--- config.mk ---
export PLATFORM = sky130hd
export DESIGN_NAME = gate_array_pipe
export DESIGN_NICKNAME = d
export VERILOG_FILES = /design/src/rtl/gate_array_pipe.sv
export SDC_FILE = /design/constraint.sdc
export NUM_CORES = 1
export LEC_CHECK = 0
export CORE_MARGIN = 2
export CORE_UTILIZATION = 50
export CTS_CLUSTER_DIAMETER = 30
export DETAILED_ROUTE_END_ITERATION = 8
export PLACE_DENSITY_LB_ADDON = 0.12
export SETUP_SLACK_MARGIN = 0.2
export SLEW_MARGIN = 10
export SYNTH_ARGS = -nofsm -noshare
export SYNTH_HDL_FRONTEND = slang
export SYNTH_SLANG_ARGS = --single-unit
export TNS_END_PERCENT = 100
--- constraint.sdc ---
create_clock -name clk -period 2.4 [get_ports clk]
set_input_delay 0.72 -clock clk [delete_from_list [all_inputs] [get_ports clk]]
set_output_delay 0.72 -clock clk [all_outputs]
set_load 0.005 [all_outputs]
--- src/rtl/gate_array_pipe.sv ---
// Array of CHANNELS two-input bitwise gates behind a 2-entry in-order valid/ready buffer.
// Optional 16-bit release counter txn_count is enabled by defining GATE_ARRAY_PIPE_STATS_EN.
module gate_array_pipe #(
  parameter int unsigned CHANNELS = 4,
  parameter int unsigned WIDTH    = 1
) (
  input  logic                      clk,
  input  logic                      rst,
  input  logic                      in_valid,
  output logic                      in_ready,
  input  logic [2:0]                op,
  input  logic [CHANNELS*WIDTH-1:0] a,
  input  logic [CHANNELS*WIDTH-1:0] b,
  output logic                      out_valid,
  input  logic                      out_ready,
  output logic [CHANNELS*WIDTH-1:0] y,
  output logic [CHANNELS-1:0]       y_zero
`ifdef GATE_ARRAY_PIPE_STATS_EN
  ,
  output logic [15:0]               txn_count
`endif
);

  localparam int unsigned DW = CHANNELS * WIDTH;

  typedef enum logic [1:0] {
    EMPTY = 2'd0,
    ONE   = 2'd1,
    FULL  = 2'd2
  } state_t;

  state_t              state;
  logic [DW-1:0]       tail_y;
  logic [DW-1:0]       res_c;
  logic [CHANNELS-1:0] res_zero_c;
  logic [CHANNELS-1:0] tail_zero_c;
  logic                do_accept_c;
  logic                do_release_c;

  assign do_accept_c  = in_valid && in_ready;
  assign do_release_c = out_valid && out_ready;

  // Gate function, applied bitwise across all channels at once
  always_comb begin
    res_c = '0;
    case (op)
      3'd0: res_c = a & b;
      3'd1: res_c = a | b;
      3'd2: res_c = a ^ b;
      3'd3: res_c = ~(a & b);
      3'd4: res_c = ~(a | b);
      3'd5: res_c = ~(a ^ b);
      3'd6: res_c = a;
      3'd7: res_c = ~a;
      default: res_c = '0;
    endcase
  end

  // Per-channel all-zero flags for the fresh result and the queued tail entry
  always_comb begin
    res_zero_c  = '0;
    tail_zero_c = '0;
    for (int unsigned k = 0; k < CHANNELS; k++) begin
      res_zero_c[k]  = (res_c[k*WIDTH +: WIDTH] == '0);
      tail_zero_c[k] = (tail_y[k*WIDTH +: WIDTH] == '0);
    end
  end

  // Head entry lives directly in y/y_zero so the outputs are registered and zero when idle
  always_ff @(posedge clk or posedge rst) begin
    if (rst) begin
      state     <= EMPTY;
      in_ready  <= 1'b1;
      out_valid <= 1'b0;
      y         <= '0;
      y_zero    <= '0;
      tail_y    <= '0;
    end else begin
      case (state)
        EMPTY: begin
          if (do_accept_c) begin
            y         <= res_c;
            y_zero    <= res_zero_c;
            out_valid <= 1'b1;
            state     <= ONE;
          end
        end
        ONE: begin
          if (do_accept_c && do_release_c) begin
            y      <= res_c;
            y_zero <= res_zero_c;
          end else if (do_accept_c) begin
            tail_y   <= res_c;
            in_ready <= 1'b0;
            state    <= FULL;
          end else if (do_release_c) begin
            y         <= '0;
            y_zero    <= '0;
            out_valid <= 1'b0;
            state     <= EMPTY;
          end
        end
        FULL: begin
          if (do_release_c) begin
            y        <= tail_y;
            y_zero   <= tail_zero_c;
            in_ready <= 1'b1;
            state    <= ONE;
          end
        end
        default: begin
          state     <= EMPTY;
          in_ready  <= 1'b1;
          out_valid <= 1'b0;
          y         <= '0;
          y_zero    <= '0;
        end
      endcase
    end
  end

`ifdef GATE_ARRAY_PIPE_STATS_EN
  // Saturating count of released results
  always_ff @(posedge clk or posedge rst) begin
    if (rst) begin
      txn_count <= 16'h0000;
    end else if (do_release_c && (txn_count != 16'hFFFF)) begin
      txn_count <= txn_count + 16'd1;
    end
  end
`endif

endmodule

Yosys cells after proc, flatten, opt, wreduce, memory -nomap -nowiden
Cells that the tools add are included.
{ "word_totals": {"reg_bits": 16, "elab_cells": 78} }
{ "classes": {"n_eq_ne": 18, "muxes": 26, "bitwise": 18, "n_reduce_logical": 10} }
{ "ops": {"columns": ["op", "n"], "rows": [
  ["2-to-1 mux 4 bit", 8],
  ["one-hot mux 4 bit (8 select lines)", 1],
  ["one-hot mux 4 bit (3 select lines)", 2],
  ["inverter 4 bit", 4],
  ["== test 3 bit (second input constant)", 4],
  ["inequality test 2 bit (second input constant)", 6],
  ["AND reduction 4 bit", 3],
  ["inverter 1 bit", 11],
  ["2-to-1 mux 2 bit", 5],
  ["inequality test 3 bit (second input constant)", 3],
  ["2-to-1 mux 1 bit", 7],
  ["== test 3 x 2 -> 1 bit (second input constant)", 2],
  ["one-hot mux 1 bit (3 select lines)", 2],
  ["one-hot mux 2 bit (3 select lines)", 1],
  ["AND reduction 5 bit", 1],
  ["AND 4 bit", 1],
  ["bitwise OR 4 bit", 1],
  ["XOR 4 bit", 1],
  ["== test 3 x 1 -> 1 bit (second input constant)", 1],
  ["logical AND 1 bit", 3],
  ["logical NOT 3 bit", 1],
  ["AND reduction 3 bit", 1],
  ["== test 2 x 1 -> 1 bit (second input constant)", 1],
  ["== test 2 bit (second input constant)", 1],
  ["logical NOT 2 bit", 1]
]} }

Depth between registers and ports, before layout
Gate-level depths: netlist of the first run.
{ "logic_depth": {"depth_word": 6, "depth_mapped": 7, "depth_no_buf": 7} }

Least setup slack after synthesis of the first run
Ideal clock, no wire load.
{ "synth_path": {"path_kind": "input to register", "from": "in a[3]", "to": "reg y_zero[3]", "arrival_ps": 1755, "required_ps": 2274, "slack_ps": 519, "stages": 7, "n_path_buf": 0, "path_cell_list": "inv_1 > ha_1 > nand2_1 > o21ai_0 > a211oi_1 > a21oi_1 > a221o_1"} }
{ "synth_between": {"elab_chain_len": 6, "elab_cells_between_ends": 12, "classes_between": "mux: 4; bitwise: 8"} }
{ "synth_rtl": {"columns": ["element", "line_no", "text"], "rows": [
  ["start, declared", "12", "input logic [CHANNELS*WIDTH-1:0] a,"],
  ["XOR 4 bit (tied with other cells)", "49, 52", null],
  ["inverter 4 bit, on equally long branches", "52, 50, 51", null],
  ["one-hot mux 4 bit (8 select lines) (*)", "46", "case (op)"],
  ["inverter 1 bit (*)", "64", "res_zero_c[k] = (res_c[k*WIDTH +: WIDTH] == '0);"],
  ["2-to-1 mux 4 bit, on equally long branches", "89, 81", null],
  ["one-hot mux 4 bit (3 select lines) (*)", "79", "case (state)"],
  ["end signal, assigned", "83", "y_zero <= res_zero_c;"],
  ["end signal, assigned", "91", "y_zero <= res_zero_c;"],
  ["end signal, assigned", "106", "y_zero <= tail_zero_c;"],
  ["end, declared", "17", "output logic [CHANNELS-1:0] y_zero"]
]} }
Every way passes the cells marked *; elsewhere a longest branch is shown, timed or not. The select of a mux whose other input is x is not followed.
A chain may end at the register's enable or synchronous reset.

Worst setup path after layout of the first run
Same ends and word-level chain as after synthesis.

==> results_dict.tcl, run 1 <==
set metrics [dict create \
    synth_cell_types 34 \
    critPathRequiredTime_ns 2.59 \
    syn_inst 136 \
    cts-root-buf "clkbuf_4" \
    firstDrtPassIters 4 \
    place_area_sq_mm 0.00146 \
    setup_violations 0 \
    fmax_mhz 476 \
    reg2reg_depth 4 \
    die_h_um 51.7 \
    period_minus_slack_ns 2.10 \
    postLayoutCellArea_sq_mm 0.00151 \
    crit_path_end_kind "flop" \
    fin_crit_sh_pct 87.6 \
    antenna_found_initial 0 \
    final_antenna_net_count 0 \
    slew_headroom_pct 59.3 \
    gpl.final_weighted_congestion 0.797 \
    worstSetupStartpointType "input port" \
    multi_input_area_sq_um 687 \
    diodes 0 \
    ir_worst_vdd_uv 210 \
    first_global_vias 945 \
    layout_commonest_cell "clkdlybuf4s50_1" \
    cts_buffers 3 \
    vias 1056 \
    die_area_sq_mm 0.00267 \
    dp_hpwl_um 1760 \
    power_density_mw_per_mm2 381 \
    syn-mean-instance-area_sq_um 8.35 \
    status "completed" \
    wire_per_inst_um 11.9 \
    port_buffers 24 \
    die_w_um 51.7 \
    drive_gt1_share_pct 13.8 \
    grtUsageTotal_pct 19.4 \
    area_growth_pct 33.1 \
    seqCellArea_sq_um 402 \
    worst_pin_slew_ns 0.610 \
    maxCapViolations 0 \
    ys_warn_count 0 \
    r2r_slack_ns 0.73 \
    grt_pass1_wl_um 3960 \
    min_path_cells 2 \
    ios 25 \
    timing.rr.start "in_ready" \
    nets 191 \
    rsz0062_at_grt "yes" \
    slew_violations 0 \
    core_sq_mm 0.00217 \
    path_class "input port to flop" \
    crit_path_max_fanout 3 \
    final_cell_mix "clkdlybuf4s50_1, nand2_1, o21ai_0, dfrtp_1, inv_1" \
    syn-num-nets 159 \
    arrival_ns 2.30 \
    hold_slack_ns 0.511 \
    clock_sinks 16 \
    hold_end "y_zero[2]" \
    insertion_delay_ns 0.30 \
    ys_seq_area_share_pct 35.4 \
    num_rows 17 \
    hold_violations 0 \
    hp-class "flop to flop" \
    grt_max_degree 27 \
    clk_pin_slew_ns 0.10 \
    drc_errors 0 \
    min_from "y_zero[2]" \
    clock_skew_ns 0.00226 \
    fillers 177 \
    cts_tree "built" \
    viasPerCell 5.42 \
    initial_core_util_pct 52.4 \
    gr-total-overflow 0 \
    drtIter0Drc 31 \
    ys_seq_elements 16 \
    wirelength_um 2320 \
    rr_endpoint "y_zero[3]" \
    syn_area_sq_mm 0.00114 \
    cts-htree-levels 1 \
    p_leak_nw 0.703 \
    cts.path.max_buffers 2 \
]
registers in the layout, indices dropped and copies added, names as in the netlist:
signal     cells
y              4
in_ready       1
state          2
out_valid      1
tail_y         4
y_zero         4
worst max-delay path: stages:
cell             delay, ns
clkdlybuf4s50_1       0.48
inv_1                 0.05
ha_1                  0.29
nand2_1               0.07
o21ai_0               0.07
a211oi_1              0.19
a21oi_1               0.09
a221o_1               0.33
synthesized netlist by cell type, drive strengths merged:
cell type / number / area share [%]
o31a: 1 / 0.77
nand2b: 1 / 0.55
a21oi: 8 / 3.5
and2b: 3 / 2.0
o21ai: 21 / 9.6
nand3: 4 / 1.8
mux2i: 1 / 0.88
a221o: 3 / 2.6
nor2: 8 / 2.6
nand2: 19 / 6.3
a211oi: 3 / 2.4
buf: 3 / 1.9
xor2: 3 / 2.3
xnor2: 1 / 0.77
a22oi: 3 / 2.0
nor3: 3 / 1.3
dfrtp: 15 / 33
o211ai: 2 / 1.8
nand3b: 2 / 1.3
mux2: 2 / 2.0
dfstp: 1 / 2.3
o221ai: 1 / 0.77
ha: 8 / 8.8
inv: 10 / 3.3
clkbuf: 2 / 0.66
a22o: 1 / 0.77
and2: 1 / 0.55
a21o: 1 / 0.66
nor2b: 5 / 2.8
power by group:
group	leakage, nW	internal (mW)	switching [mW]
registers	0.220	0.269	0
clock network	0.0210	0.0927	0.0931
logic	0.462	0.0609	0.0595
through the flow:
step           setup WS, ns  power [mW]  cells  setup TNS, ns  util [%]
6_report              0.297       0.576    195              0      69.7
2_1_floorplan         0.519       0.341    136              0         -
4_1_cts               0.244       0.571    195              0      68.7
3_5_place_dp        -0.0726       0.391    191         -0.186      67.1
5_1_grt               0.196       0.602    195              0      69.7
3_3_place_gp        -0.0248       0.386    191        -0.0698      67.1
layout make-up:
| type | count | area share (%) |
|---|---|---|
| flip-flops and latches | 16 | 26.6 |
| clock buffers | 4 | 2.40 |
| repair buffers | 32 | 20.8 |
| inverters | 10 | 2.48 |
| multi-input cells | 105 | 45.4 |
| well taps | 28 | 2.32 |
what timing repair did:
item	CTS	global route
endpoints found under the hold margin	0	0
endpoints found under the setup margin	0	6
buffers inserted	0	0
gates resized for setup	0	7
hold buffers	0	0
per-layer routing:
layer	global-route usage (%)	vias up	share of wire (%)
li1	-	541	-
met1	24.6	470	47
met2	32.7	38	45
met3	1.72	7	5.2
met4	10.5	0	2.7
met5	0	-	0
kinds of logic after synthesis:
logic type | Yosys count | share of synthesized area, %
and+or+nand+nor | 46 | 19.2
buffers and inverters | 15 | 5.84
muxes | 3 | 2.86
AOI/OAI and AO/OA | 44 | 24.9
adders and majority gates | 8 | 8.81
DFF | 16 | 35.4
xor gates and xnor gates | 4 | 3.08
worst max-delay path by stage:
stage,startpoint,end
4_1_cts,a[1],y_zero[1]
5_1_grt,a[2],y_zero[2]
6_report,a[3],y_zero[3]
3_5_place_dp,a[1],y_zero[1]
2_1_floorplan,a[3],y_zero[3]
3_3_place_gp,a[1],y_zero[1]
(Power assumes the default switching activity.)
==> run 2, diff against run 1 <==
--- a/config.mk
+++ b/config.mk
@@ -5,6 +5,7 @@
 export SDC_FILE = /design/constraint.sdc
 export NUM_CORES = 1
 export LEC_CHECK = 0
+export ABC_AREA = 1
 export CORE_MARGIN = 2
 export CORE_UTILIZATION = 50
 export CTS_CLUSTER_DIAMETER = 30
==> run 2 against run 1 <==
Final cell count is 32% higher. Highest routed layer unchanged. Worst hold slack worse by 0.026 ns. Critical path depth fell by 7. Via count up 30%. Largest power group unchanged. Synthesized cell count increased by 44%. Sequential share of layout area decreased by 2.3 points.
==> results_dict.tcl, run 2 <==
set metrics [dict create \
    die_w_um 55.7 \
    final_cell_mix "nand2_1, inv_1, clkdlybuf4s50_1, dfrtp_1, nand4_1" \
    fmax_mhz 489 \
    seqCellArea_sq_um 402 \
    yosysTopAreaCellShare_pct 28.1 \
    gr-total-overflow 0 \
    cts-root-buf "clkbuf_4" \
    path_class "flop to primary output" \
    drtIter0Drc 64 \
    area_growth_pct 24.1 \
    fillers 232 \
    crit_path_end_kind "primary output" \
    dp_slack_ns 0.00817 \
    synth_area_leader_cell "dfrtp_1" \
    ios 25 \
    rsz0062_at_grt "no" \
    cts_tree "built" \
    synth_area_leaders "dfrtp_1, nand2_1, ha_1" \
    yosysMostFrequentCell "nand2_1" \
    crit_path_max_fanout 3 \
    synth_compound_area_share_pct 6.57 \
    num_rows 18 \
    nets 251 \
    cts_setup_buffers 0 \
    drive_gt1_share_pct 15.9 \
    slew_headroom_pct 58.8 \
    syn-num-nets 219 \
    drc_errors 0 \
    slew_violations 0 \
    synth_flop_cell "dfrtp_1" \
    grtUsageTotal_pct 20.9 \
    gpl.final_weighted_congestion 0.829 \
    port_buffers 24 \
    firstDrtPassIters 4 \
    layout_commonest_cell "nand2_1" \
    tns_ns 0 \
    cts-htree-levels 1 \
    dp_hpwl_um 2360 \
    cts.path.max_buffers 2 \
    syn_area_sq_mm 0.00133 \
    wire_per_inst_um 11.8 \
    maxCapViolations 0 \
    die_area_sq_mm 0.00310 \
    core_sq_mm 0.00250 \
    synthSimpleGateAreaFrac_pct 45.0 \
    grt_max_degree 17 \
    diodes 0 \
    clock_sinks 16 \
    vias 1372 \
    arrival_ns 1.33 \
    layout_setup_ws_ns 0.353 \
    ys_seq_elements 16 \
    worstSetupStartpointType "flop" \
    syn-mean-instance-area_sq_um 6.80 \
    cp_top_family "flip-flops" \
    slowest_delay_ns 0.54 \
    antenna_found_initial 0 \
    ys_seq_area_share_pct 30.1 \
    synth-edff-count 0 \
    die_h_um 55.7 \
    critical-path-slowest-cell "dfstp_2" \
    critPathRequiredTime_ns 1.68 \
    setup_violations 0 \
    hp-class "flop to flop" \
    wirelength_um 3030 \
    cts_hold_buffers 0 \
    viasPerCell 5.34 \
    path_cells "clkdlybuf4s50_1" \
    first_global_vias 1323 \
    hold_violations 0 \
    p_leak_nw 0.879 \
    power_uw 539 \
    synth_cell_types 24 \
    initial_core_util_pct 53.4 \
    reg_top3 "tail_y x4, y x4, y_zero x4" \
    muxShareOfSynthArea_pct 0 \
    ys_warn_count 0 \
    cts_buffers 3 \
    syn_inst 196 \
    power_density_mw_per_mm2 326 \
    clock_skew_ns 0.000970 \
    status "completed" \
    synth_top_family_by_area "simple AND/OR/NAND/NOR gates" \
    worst_pin_slew_ns 0.618 \
    grt_pass1_wl_um 5330 \
    multi_input_area_sq_um 788 \
    final_antenna_net_count 0 \
    ys_async_sr_fraction_pct 100 \
    ir_worst_vdd_uv 392 \
    clk_pin_slew_ns 0.09 \
    synth-xor-area-share_pct 0 \
    fin_crit_sh_pct 85.3 \
    worst-path-buf-inv 1 \
    insertion_delay_ns 0.29 \
    period_minus_slack_ns 2.05 \
    synthTopCellsByCount "nand2_1, inv_1, dfrtp_1" \
    fin_util_pct 66.2 \
    synth_fa_ha_area_share_pct 7.50 \
]
[run 2: changes by cell type in the layout (fill, tap and decap cells not counted), sizes merged, moves of 5 or more]
cell   change
inv       +19
a21oi      -8
nand3      +8
nand2     +58
nor2      +11
nor2b      -5
nand4     +13
o21ai      -9
[run 2: per-stage QoR]
step / instances / area, sq um / hold WS, ns
floorplan: 196 / 1330 / 0.472
finish: 257 / 1660 / 0.485
detailed placement: 253 / 1630 / 0.469
global route: 257 / 1660 / 0.520
global placement: 253 / 1630 / 0.467
CTS: 257 / 1650 / 0.493
[run 2: repair_timing]
| item | in CTS | in global routing |
|---|---|---|
| hold endpoints to repair | 0 | 0 |
| setup endpoints to repair | 0 | 1 |
| gates resized for setup | 0 | 1 |
[run 2: final timing paths]
check                           from   endpoint  slack [ns]  cells after the start
max                         in_ready   in_ready        0.35                      1
min in group asynchronous        rst   state[0]        0.79                      2
max in group asynchronous        rst  out_valid        1.21                      2
min                        y_zero[0]  y_zero[0]        0.49                      2
min reg2reg                y_zero[0]  y_zero[0]        0.49                      2
max reg2reg                 in_ready  y_zero[0]        0.90                      8
[run 2: power breakdown]
group          switching (mW)  internal [mW]
Combinational          0.0687         0.0524
Sequential                  0          0.269
Clock                  0.0841         0.0648
Total                   0.153          0.387
[run 2: logic make-up (layout without fill, tap and decap cells)]
family          count (synthesis)  in the layout
compound gates                 15             15
fa+ha+maj                       8              8
buf+inv                        32             63
flops                          16             16
simple gates                  125            125
[run 2: cell type report]
| class | instances | share of cell area, % |
|---|---|---|
| clock buffers | 4 | 1.59 |
| well taps | 30 | 2.27 |
| multi-input cells | 148 | 47.6 |
| inverters | 29 | 6.88 |
| repair buffers | 30 | 17.4 |
| flip-flops and latches | 16 | 24.3 |
[run 2: layer usage]
layer	vias up	global-route usage [%]	wire length [um]
li1	689	-	-
met1	633	25.0	1330
met2	45	36.6	1470
met3	5	5.58	199
met4	0	6.27	27
met5	-	0	0
==> run 3, diff against run 2 <==
--- a/config.mk
+++ b/config.mk
@@ -10,6 +10,7 @@
 export CORE_UTILIZATION = 50
 export CTS_CLUSTER_DIAMETER = 30
 export DETAILED_ROUTE_END_ITERATION = 8
+export GPL_ROUTABILITY_DRIVEN = 0
 export PLACE_DENSITY_LB_ADDON = 0.12
 export SETUP_SLACK_MARGIN = 0.2
 export SLEW_MARGIN = 10
==> results of run 3 <==
The final DEF is identical to that of run 2; final timing and power are the same.
